===== config.mk =====
export PLATFORM = sky130hd
export DESIGN_NAME = ip_bus_ctrl
export DESIGN_NICKNAME = d
export VERILOG_FILES = /design/src/rtl/ip_bus_pkg.sv /design/src/rtl/ip_bus_decode.sv /design/src/rtl/ip_bus_ctrl.sv
export SDC_FILE = /design/constraint.sdc
export NUM_CORES = 1
export LEC_CHECK = 0
export BUFFER_PORTS_ARGS = -buffer_cell sky130_fd_sc_hd__buf_4
export CAP_MARGIN = 20
export CORE_ASPECT_RATIO = 0.8
export CORE_MARGIN = 3
export CORE_UTILIZATION = 45
export DETAILED_ROUTE_END_ITERATION = 16
export GPL_TIMING_DRIVEN = 0
export HOLD_SLACK_MARGIN = 0.02
export PLACE_DENSITY = 0.75
export SLEW_MARGIN = 5
export SYNTH_ARGS = -nofsm -noshare
export SYNTH_HDL_FRONTEND = slang
export SYNTH_SLANG_ARGS = --single-unit
export TNS_END_PERCENT = 30

===== constraint.sdc =====
create_clock -name clk -period 3.95 [get_ports clk]
set_clock_uncertainty 0.05 [all_clocks]
set_input_delay 0.395 -clock clk [delete_from_list [all_inputs] [get_ports clk]]
set_output_delay 0.395 -clock clk [all_outputs]
set_load 0.02 [all_outputs]

===== src/rtl/ip_bus_pkg.sv =====
// Shared address map defaults, FSM state encoding and slave-select encoding
// for the Z80 bus controller and any other bus master reusing the decoder.
package ip_bus_pkg;

  localparam logic [15:0] DEF_ROM_TOP  = 16'h03FF;
  localparam logic [15:0] DEF_RAM_BASE = 16'hC000;
  localparam logic [7:0]  DEF_IO_LO    = 8'h10;
  localparam logic [7:0]  DEF_IO_HI    = 8'h2F;
  localparam logic [3:0]  DEF_TIMEOUT  = 4'd15;

  typedef enum logic [1:0] {
    IDLE      = 2'd0,
    STROBE    = 2'd1,
    WAIT_DATA = 2'd2,
    DONE      = 2'd3
  } bus_state_t;

  typedef enum logic [1:0] {
    SEL_NONE = 2'd0,
    SEL_ROM  = 2'd1,
    SEL_RAM  = 2'd2,
    SEL_IO   = 2'd3
  } slave_sel_t;

  // One-hot bit positions of the decoder's select vector
  localparam int ONEHOT_ROM = 0;
  localparam int ONEHOT_RAM = 1;
  localparam int ONEHOT_IO  = 2;

endpackage


===== src/rtl/ip_bus_decode.sv =====
// Combinational address decoder: maps a memory or I/O cycle to one slave.
// Kept separate so other bus masters can share the same address map.
module ip_bus_decode
  import ip_bus_pkg::*;
#(
  parameter logic [15:0] ROM_TOP  = DEF_ROM_TOP,
  parameter logic [15:0] RAM_BASE = DEF_RAM_BASE,
  parameter logic [7:0]  IO_LO    = DEF_IO_LO,
  parameter logic [7:0]  IO_HI    = DEF_IO_HI
) (
  input  logic        mreq,
  input  logic        iorq,
  input  logic [15:0] address,
  output slave_sel_t  sel,
  output logic [2:0]  sel_onehot,
  output logic        valid
);

  always_comb begin
    sel = SEL_NONE;
    if (mreq && !iorq) begin
      if (address <= ROM_TOP)
        sel = SEL_ROM;
      else if (address >= RAM_BASE)
        sel = SEL_RAM;
    end else if (iorq && !mreq) begin
      if ((address[7:0] >= IO_LO) && (address[7:0] <= IO_HI))
        sel = SEL_IO;
    end
  end

  always_comb begin
    sel_onehot             = 3'b000;
    sel_onehot[ONEHOT_ROM] = (sel == SEL_ROM);
    sel_onehot[ONEHOT_RAM] = (sel == SEL_RAM);
    sel_onehot[ONEHOT_IO]  = (sel == SEL_IO);
    valid                  = (sel != SEL_NONE);
  end

endmodule


===== src/rtl/ip_bus_ctrl.sv =====
// Z80 bus controller: qualifies CPU cycles, strobes the decoded slave for one
// cycle, stalls the CPU until read data returns, and times out silent slaves.
module ip_bus_ctrl
  import ip_bus_pkg::*;
#(
  parameter logic [15:0] ROM_TOP  = DEF_ROM_TOP,
  parameter logic [15:0] RAM_BASE = DEF_RAM_BASE,
  parameter logic [7:0]  IO_LO    = DEF_IO_LO,
  parameter logic [7:0]  IO_HI    = DEF_IO_HI,
  parameter logic [3:0]  TIMEOUT  = DEF_TIMEOUT
) (
  input  logic        clk,
  input  logic        reset,
  input  logic        cpu_n_mreq,
  input  logic        cpu_n_iorq,
  input  logic        cpu_n_rd,
  input  logic        cpu_n_wr,
  input  logic [15:0] cpu_address,
  input  logic [7:0]  cpu_wdata,
  output logic [7:0]  cpu_rdata,
  output logic        cpu_n_wait,
  output logic        rom_n_cs,
  output logic        ram_n_cs,
  output logic        io_n_cs,
  output logic        bus_n_rd,
  output logic        bus_n_wr,
  output logic [15:0] bus_address,
  output logic [7:0]  bus_wdata,
  input  logic [7:0]  rom_rdata,
  input  logic [7:0]  ram_rdata,
  input  logic [7:0]  io_rdata,
  input  logic        rom_rdata_en,
  input  logic        ram_rdata_en,
  input  logic        io_rdata_en,
  output logic        bus_timeout
);

  logic       mreq, iorq, rd, wr, is_req;
  slave_sel_t dec_sel;
  logic [2:0] dec_onehot;
  logic       dec_valid;

  bus_state_t state;
  slave_sel_t acc_sel;
  logic       acc_read;
  logic [3:0] count;
  logic       slave_en;
  logic [7:0] slave_data;

  // Interrupt acknowledge (mreq+iorq) and rd+wr together are not accesses
  assign mreq   = ~cpu_n_mreq;
  assign iorq   = ~cpu_n_iorq;
  assign rd     = ~cpu_n_rd;
  assign wr     = ~cpu_n_wr;
  assign is_req = (mreq ^ iorq) & (rd ^ wr);

  ip_bus_decode #(
    .ROM_TOP  (ROM_TOP),
    .RAM_BASE (RAM_BASE),
    .IO_LO    (IO_LO),
    .IO_HI    (IO_HI)
  ) u_decode (
    .mreq       (mreq),
    .iorq       (iorq),
    .address    (cpu_address),
    .sel        (dec_sel),
    .sel_onehot (dec_onehot),
    .valid      (dec_valid)
  );

  always_comb begin
    slave_en   = 1'b0;
    slave_data = 8'hFF;
    case (acc_sel)
      SEL_ROM: begin slave_en = rom_rdata_en; slave_data = rom_rdata; end
      SEL_RAM: begin slave_en = ram_rdata_en; slave_data = ram_rdata; end
      SEL_IO:  begin slave_en = io_rdata_en;  slave_data = io_rdata;  end
      default: begin slave_en = 1'b0;         slave_data = 8'hFF;     end
    endcase
  end

  // Wait is forced high during reset so a CPU still holding a read is released
  assign cpu_n_wait = reset |
                      ~(((state == IDLE) && is_req && dec_valid && rd) ||
                        ((state == STROBE) && acc_read) ||
                        (state == WAIT_DATA));

  always_ff @(posedge clk or posedge reset) begin
    if (reset) begin
      state       <= IDLE;
      acc_sel     <= SEL_NONE;
      acc_read    <= 1'b0;
      count       <= 4'd0;
      rom_n_cs    <= 1'b1;
      ram_n_cs    <= 1'b1;
      io_n_cs     <= 1'b1;
      bus_n_rd    <= 1'b1;
      bus_n_wr    <= 1'b1;
      bus_address <= 16'h0000;
      bus_wdata   <= 8'h00;
      cpu_rdata   <= 8'hFF;
      bus_timeout <= 1'b0;
    end else begin
      bus_timeout <= 1'b0;
      case (state)
        IDLE: begin
          if (is_req) begin
            if (dec_valid) begin
              bus_address <= cpu_address;
              bus_wdata   <= cpu_wdata;
              acc_read    <= rd;
              acc_sel     <= dec_sel;
              rom_n_cs    <= ~dec_onehot[ONEHOT_ROM];
              ram_n_cs    <= ~dec_onehot[ONEHOT_RAM];
              io_n_cs     <= ~dec_onehot[ONEHOT_IO];
              bus_n_rd    <= ~rd;
              bus_n_wr    <= ~wr;
              state       <= STROBE;
            end else begin
              if (rd)
                cpu_rdata <= 8'hFF;
              state <= DONE;
            end
          end
        end
        STROBE: begin
          rom_n_cs <= 1'b1;
          ram_n_cs <= 1'b1;
          io_n_cs  <= 1'b1;
          bus_n_rd <= 1'b1;
          bus_n_wr <= 1'b1;
          count    <= 4'd0;
          state    <= acc_read ? WAIT_DATA : DONE;
        end
        WAIT_DATA: begin
          if (slave_en) begin
            cpu_rdata <= slave_data;
            state     <= DONE;
          end else if (count == TIMEOUT - 4'd1) begin
            count       <= TIMEOUT;
            cpu_rdata   <= 8'hFF;
            bus_timeout <= 1'b1;
            state       <= DONE;
          end else begin
            count <= count + 4'd1;
          end
        end
        DONE: begin
          // A strobe still held from the finished access must not retrigger
          if (cpu_n_rd && cpu_n_wr)
            state <= IDLE;
        end
        default: state <= IDLE;
      endcase
    end
  end

endmodule

Word level (Yosys, flattened, before mapping)

Index checks and enable logic that the tools add are counted.

Flip-flop bits (word level): 47
Bits in latches: 0
RAM bits: 0
ROM bits: 0
Input bits: 57
Output and inout port bits: 39
Memories: 0

Add/subtract/negate cells: 1
$mul: 0
Divide/modulo/power cells: 0
Order comparisons: 4
Eq/ne operators: 17
Shift-type cells: 0
Mux-type cells: 41
Bitwise logic cells: 12
Reductions and logical operators: 20

Operator list:

| kind                 | count |
|---|---|
| $mux 8               | 5 |
| $pmux 8 s3           | 1 |
| $mux 2               | 10 |
| $ge 16x16->1 const B | 1 |
| $le 16x10->1 const B | 1 |
| $pmux 8 s2           | 1 |
| $mux 1               | 14 |
| $eq 2x2->1 const B   | 6 |
| $ne 2x2->1 const B   | 6 |
| $pmux 1 s2           | 5 |
| $reduce_and 3->1     | 3 |
| $ge 8x5->1 const B   | 1 |
| $le 8x6->1 const B   | 1 |
| $logic_and 1x1->1    | 8 |
| $mux 4               | 2 |
| $not 1->1            | 8 |
| $pmux 2 s4           | 1 |
| $pmux 4 s2           | 1 |
| $reduce_bool 2->1    | 4 |
| $eq 2x1->1 const B   | 3 |
| $reduce_and 5->1     | 1 |
| $add 4x1->4 const B  | 1 |
| $eq 4x4->1 const B   | 1 |
| $ne 3x2->1 const B   | 1 |
| other kinds (7)      | 9 |

Depth between registers and ports, before layout

Gate-level depths: netlist of run 1.

Word-level depth: 12
Mapped depth: 8
Mapped depth without buffers: 7

Cells and area by module

From an unflattened synthesis of run 1, not the netlist that was laid out.

Cells, all modules: 260
Area, all modules: 2449.8 µm²

By module, submodules not included:

| module        | instances | cells an instance | area each (µm²) | sequential area each (µm²) |
|---|---|---|---|---|
| ip_bus_ctrl   | 1         | 246               | 2366.0          | 1192.4 |
| ip_bus_decode | 1         | 14                | 83.8            | 0.0 |

Worst setup path before layout of run 1

OpenSTA, ideal clock, no wires.

Path kind: input-to-output
From: in cpu_n_mreq
To: out cpu_n_wait
Arrival: 1.600 ns
Path slack: 1.905 ns
Cell stages on the path: 7
Buffers on the path: 1
Cell sequence: inv_1 -> ha_1 -> nor4b_1 -> nand2_1 -> a31oi_1 -> buf_2 -> a21oi_1

Cells in the longest elaborated chain, start to end: 10

RTL lines:

| element                                                       | RTL line                               | RTL |
|---|---|---|
| start, declared                                               | ip_bus_ctrl.sv:14                      | `input logic cpu_n_mreq,` |
| $logic_and 1x1->1 / $not 1->1 (equally long branches)         | ip_bus_decode.sv:26, ip_bus_ctrl.sv:51 |  |
| $mux 2, or another cell as far along                          | ip_bus_decode.sv:26                    | `end else if (iorq && !mreq) begin` |
| $mux 2 / $and 1x1->1 (equally long branches)                  | ip_bus_decode.sv:21, ip_bus_ctrl.sv:55 |  |
| $reduce_bool 2->1 / $logic_and 1x1->1 (equally long branches) | ip_bus_decode.sv:37, ip_bus_ctrl.sv:84 |  |
| $logic_and 1x1->1 * (2 in series)                             | ip_bus_ctrl.sv:84                      | `~(((state == IDLE) && is_req && dec_valid && rd) \|\|` |
| $logic_or 1x1->1 *                                            | ip_bus_ctrl.sv:84                      |  |
| $logic_or 1x1->1 *                                            | ip_bus_ctrl.sv:85                      | `((state == STROBE) && acc_read) \|\|` |
| $not 1->1 *                                                   | ip_bus_ctrl.sv:84                      |  |
| $or 1x1->1 *                                                  | ip_bus_ctrl.sv:83                      | `assign cpu_n_wait = reset \|` |
| end, declared                                                 | ip_bus_ctrl.sv:21                      | `output logic cpu_n_wait,` |

Mark *: on every way between the ends. The rest lies on a longest branch, timed or not.

Worst setup path after layout of run 1

From: reg state[1]
To: out cpu_n_wait

Cells in the longest elaborated chain, start to end: 8

RTL lines:

| element                         | RTL line           | RTL |
|---|---|---|
| start, declared                 | ip_bus_ctrl.sv:43  | `bus_state_t state;` |
| start signal, assigned          | ip_bus_ctrl.sv:133 | `state <= acc_read ? WAIT_DATA : DONE;` |
| $logic_not 2->1                 | ip_bus_ctrl.sv:84  |  |
| $logic_and 1x1->1 (3 in series) | ip_bus_ctrl.sv:84  |  |
| $logic_or 1x1->1                | ip_bus_ctrl.sv:84  |  |
| $logic_or 1x1->1 *              | ip_bus_ctrl.sv:85  |  |
| $not 1->1 *                     | ip_bus_ctrl.sv:84  |  |
| $or 1x1->1 *                    | ip_bus_ctrl.sv:83  |  |

Marks and branches as above.

==> results of run 1 <==
[layout make-up]
class / count / area (um^2) / share of cell area
clock inverters: 1 / 8.758 / 0.002683
inverters: 8 / 30.03 / 0.009199
plain buffers: 9 / 45.04 / 0.01380
flip-flops and latches: 47 / 1192 / 0.3653
clock buffers: 7 / 86.33 / 0.02645
multi-input cells: 136 / 1094 / 0.3350
well taps: 60 / 75.07 / 0.02300
repair buffers: 96 / 733.2 / 0.2246
[logic make-up (layout without fill, tap and decap cells)]
group                    after synthesis  after routing  synth area share
multiplexers                          35             35            0.1638
AND/OR/NAND/NOR                       37             37           0.08479
AO/OA/AOI/OAI                         54             54            0.1632
buffers and inverters                 17            121           0.03179
adder cells (fa/ha/maj)                9              9           0.04770
flip-flops                            47             47            0.5050
XOR/XNOR                               1              1          0.003710
[path summary, 6_finish.rpt]
kind	slack [ps]	start	depth (start not counted)	to
min	40	reset	2	bus_address[5]
max reg2reg	1750	state[1]	6	bus_wdata[3]
max	1280	state[1]	7	cpu_n_wait
max in group asynchronous	3260	reset	3	cpu_rdata[6]
min in group clk	260	cpu_n_rd	2	acc_read
min reg2reg	440	bus_address[12]	1	bus_address[12]
[cell usage after synthesis, types with 3 or more instances]
cell,instances,area (um^2)
a21oi_1,22,110.1
buf_2,3,15.01
clkbuf_1,4,15.01
dfrtp_1,34,850.8
dfstp_2,13,341.6
ha_1,9,112.6
inv_1,8,30.03
mux2_2,23,259.0
mux2i_1,9,90.09
nand2_1,6,22.52
nand3_1,3,15.01
nor2_1,10,37.54
nor2b_1,6,37.54
o21ai_0,3,15.01
o22a_1,13,113.9
[critical path, stage by stage, from the launching register on]
cell and delay (ps):
dfrtp_1 440, inv_1 100, ha_1 300, nand3b_1 260, a31oi_1 270, buf_2 280
a21oi_1 100, buf_4 160
[registers in the layout (all words and copies together), names as in the netlist]
signal       flops
acc_read         1
acc_sel          2
bus_address     16
bus_n_rd         1
bus_n_wr         1
bus_timeout      1
bus_wdata        8
count            4
cpu_rdata        8
io_n_cs          1
ram_n_cs         1
rom_n_cs         1
state            2
[per-stage QoR]
step           worst slack (ps)  area (um^2)  instances  hold slack, ps
6_report                   1284         3264        364           38.44
4_1_cts                    1283         3264        364           53.66
2_1_floorplan              1905         2361        200           429.8
3_3_place_gp               1482         3149        355           422.2
3_5_place_dp               1429         3169        356           382.0
5_1_grt                    1124         3264        364           57.86
[power breakdown]
part           internal, W  switching [W]  leakage, nW
clock network     0.000143       0.000157       0.0484
registers         0.000710       0.000118        0.586
logic             0.000543       0.000620        0.950
total              0.00140       0.000895         1.58
[metal layers]
layer	global-route usage	wire, um
met1	0.2394	2384
met2	0.2848	2566
met3	0.05937	416
met4	0.04152	49
met5	0	0
[cell usage in the layout, fill, tap and decap left out, drive strengths merged, types with 2 or more instances in the layout]
master	count
a21oi	22
a22oi	2
a311oi	2
a31oi	2
and3	2
buf	101
clkbuf	11
dfrtp	34
dfstp	13
ha	9
inv	8
mux2	26
mux2i	9
nand2	6
nand2b	2
nand3	3
nand3b	2
nor2	11
nor2b	6
nor4b	2
o21ai	4
o22a	13
o31ai	2
o32a	2
==> impl_metrics.tcl, run 1 <==
set metrics [dict create \
    hold_path.class "in2async" \
    drc_errors 0 \
    antenna_found_initial 0 \
    fin_util 0.6777 \
    layout-drive-gt1-share 0.4901 \
    avgSynthCellArea_um2 11.81 \
    syn-num-nets 266 \
    grt_max_degree 31 \
    clk_pin_slew_worst_paths_ps 80 \
    yosys_warnings 0 \
    antenna_left 0 \
    crit_fanout 10 \
    cts_max_level 2 \
    initialDrtViolationCount 76 \
    p_total_w 0.002292 \
    grt_pass1_vias 1876 \
    nFillCells 360 \
    track_usage 0.1797 \
    final_max_slew_viol_count 0 \
    period_minus_slack_ps 2666 \
    tightest_slew_ps 471.2 \
    diodes 0 \
    maxCapViolations 0 \
    period_share 0.6750 \
    p_per_area_nw_per_um2 702.0 \
    gr-total-overflow 0 \
    nets 369 \
    peakVddDrop_uv 409.8 \
    cp-end-kind "output pin" \
    tns_ps 0 \
    die_h_um 70.79 \
    vias 1935 \
    gp_congestion 0.7659 \
    synth_ff_type "dfrtp_1" \
    cts-buffers-inserted 5 \
    post_cts_resized 0 \
    rsz0062_at_grt "no" \
    synthArstFlopShare 1.000 \
    required_ps 3500 \
    hold_violations 0 \
    num_io_pins 96 \
    core_area_um2 4817 \
    synth-edff-count 0 \
    clock.fmax_ghz 0.3751 \
    crit_arrival_ps 2220 \
    synthCells 200 \
    cts_tree "done" \
    syn_area_um2 2361 \
    drtPass1Iterations 4 \
    clkLatencyLatePin_ps 300 \
    post-cts-setup-buffer-count 0 \
    start_util 0.4901 \
    critPathKind "reg2out" \
    ys_seq_area_frac 0.5050 \
    synth.distinct_cells 39 \
    p_leak_nw 1.584 \
    die_area_um2 6157 \
    clock-root-buffer "clkbuf_8" \
    wl_um 5417 \
    ys_ff_latch 47 \
    via_per_inst 5.316 \
    worstSetupStartpointType "flop" \
    cts_hold_buf 0 \
    finalSetupViolations 0 \
    slew_headroom 0.6859 \
    grt_first_pass_wirelength_um 8783 \
    cts.sinks 47 \
    area_delta_synth_final_pct 38.26 \
    fp-row-count 22 \
    io_buffers 95 \
    clockBufferDepth 2 \
    wl_per_cell_um 14.88 \
    hpwlAfterDp_um 4306 \
    status "completed" \
    die_x_um 86.99 \
]
Note: power is estimated with default switching activity, not from simulation.
==> inputs of run 2 (changes only) <==
Settings changed: CORE_UTILIZATION 45 to 43.
Clock period 3.95 ns to 2.4 ns, I/O delays scaled along.
==> run 2 against run 1 <==
Against the previous run: wire length up 1.7%; flip-flop and latch count unchanged; combinational power up 66%; power up 65%; cell count up 1.1%; sequential share of layout area down 0.39 points; count of clock-buffer cells in the layout down 1; critical path depth unchanged; worst setup slack worse by 1100 ps; register-to-register slack worse by 1400 ps; first-iteration DRC count down 29%; critical path type unchanged; critical endpoint unchanged; largest cell class unchanged.
==> impl_metrics.tcl, run 2 (synthesis results as in run 1) <==
set metrics [dict create \
    status "completed" \
    p_switching_w 0.001478 \
    core_area_um2 5151 \
    clockBufferDepth 2 \
    multi_input_area_um2 1102 \
    layout-drive-gt1-share 0.5000 \
    gr-total-overflow 0 \
    grt_pass1_vias 1947 \
    final_max_slew_viol_count 0 \
    p_int_w 0.002305 \
    antenna_left 0 \
    fp-row-count 23 \
    required_ps 2110 \
    finalSetupViolations 0 \
    tightest_slew_ps 488.7 \
    top_register "bus_address" \
    final_cells 368 \
    gp_congestion 0.7579 \
    nFillCells 416 \
    clkLatencyLatePin_ps 290 \
    vias 1914 \
    via_per_inst 5.201 \
    cp-end-kind "output pin" \
    num_io_pins 96 \
    drc_errors 0 \
    hold_violations 0 \
    track_usage 0.1771 \
    worstSetupStartpointType "flop" \
    io_buffers 95 \
    die_h_um 72.28 \
    die_x_um 88.85 \
    period_share 0.9390 \
    seqCellArea_um2 1192 \
    antenna_found_initial 0 \
    clk_pin_slew_worst_paths_ps 90 \
    layout_commonest_cell "buf_4" \
    start_util 0.4583 \
    peakVddDrop_uv 676.2 \
    maxCapViolations 0 \
    tns_ps 0 \
    die_area_um2 6421 \
    largest_reg_flops 16 \
    grt_first_pass_wirelength_um 8901 \
    drtPass1Iterations 4 \
    nets 371 \
    p_clk_frac 0.130 \
    wl_um 5508 \
    cts-buffers-inserted 5 \
    power_frac_seq 0.360 \
    area_delta_synth_final_pct 39.75 \
    slew_headroom 0.6742 \
    period_minus_slack_ps 2254 \
    place_inst 358 \
    p_leak_nw 1.590 \
    crit_fanout 10 \
    rsz0062_at_grt "no" \
    swShare 0.3907 \
    final_cell_mix "buf_4, dfrtp_1, mux2_2" \
    initialDrtViolationCount 54 \
    largestRegisters "bus_address: 16 flops, bus_wdata: 8 flops, cpu_rdata: 8 flops" \
    hold_path.class "in2reg" \
    clock.fmax_ghz 0.4437 \
    cts.sinks 47 \
    p_comb_frac 0.510 \
    p_per_area_nw_per_um2 1146 \
    crit_arrival_ps 1960 \
    cts_tree "done" \
    wl_per_cell_um 14.97 \
    cts_max_level 2 \
    clock-root-buffer "clkbuf_8" \
    grt_max_degree 29 \
    diodes 0 \
    critPathKind "reg2out" \
    hpwlAfterDp_um 4247 \
]
run 2: final cells by class:
| cell class | count | share of cell area |
|---|---|---|
| clock buffer | 6 | 0.02503 |
| inverter | 8 | 0.009101 |
| multi-input combinational | 136 | 0.3341 |
| tap | 62 | 0.02351 |
| buffer | 9 | 0.01441 |
| sequential | 47 | 0.3614 |
| clock inverter | 2 | 0.004930 |
| timing repair buffer | 98 | 0.2275 |
run 2: path summary, 6_finish.rpt:
path	start	to	slack [ps]	depth (start not counted)
max in group asynchronous	reset	io_n_cs	1270	4
min	cpu_n_rd	acc_read	100	2
max reg2reg	state[0]	bus_address[0]	370	6
min in group asynchronous	reset	acc_read	470	3
min reg2reg	bus_address[9]	bus_address[9]	450	1
max	state[0]	cpu_n_wait	150	7
run 2: metrics by stage:
stage / worst slack (ps) / util / total power (W) / area [um^2] / hold slack, ps
floorplan: 511.8 / - / 0.002599 / 2361 / 274.8
global placement: 255.6 / 0.6119 / 0.003249 / 3152 / 408.5
detailed placement: 220.5 / 0.6157 / 0.003306 / 3172 / 238.2
CTS: 21.93 / 0.6374 / 0.003816 / 3283 / 91.98
global route: 6.845 / 0.6405 / 0.004092 / 3299 / 92.98
finish: 146.4 / 0.6405 / 0.003783 / 3299 / 101.1
run 2: worst max-delay path, cell delays in order, from the launching register on:
cell	delay (ps)
dfrtp_1	440
inv_1	100
ha_2	260
nand3b_1	190
a31oi_2	220
buf_4	220
a21oi_1	80
buf_4	160
run 2: timing repair:
item / CTS / global route
pin swaps: 0 / 1
buffers inserted: 0 / 1
setup endpoints to repair: 1 / 1
gates resized for setup: 1 / 2
hold endpoints to repair: 11 / 0
hold buffers: 1 / 0
run 2: power groups by stage:
| stage | registers [W] | logic [W] | clock network (W) |
|---|---|---|---|
| 4_1_cts | 0.00136 | 0.00194 | 0.000516 |
| 5_1_grt | 0.00141 | 0.00213 | 0.000554 |
| 3_3_place_gp | 0.00136 | 0.00189 | 0 |
| 3_5_place_dp | 0.00138 | 0.00193 | 0 |
| 2_1_floorplan | 0.00167 | 0.000933 | 0 |
| 6_report | 0.00136 | 0.00193 | 0.000493 |
run 2: routing by layer:
metal  GRT usage  vias up  routed length (um)
met5           0        -                   0
met4     0.04362        0                  19
met2      0.2924       71                2565
met3     0.08740        2                 630
li1            -      938                   -
met1      0.2066      903                2292
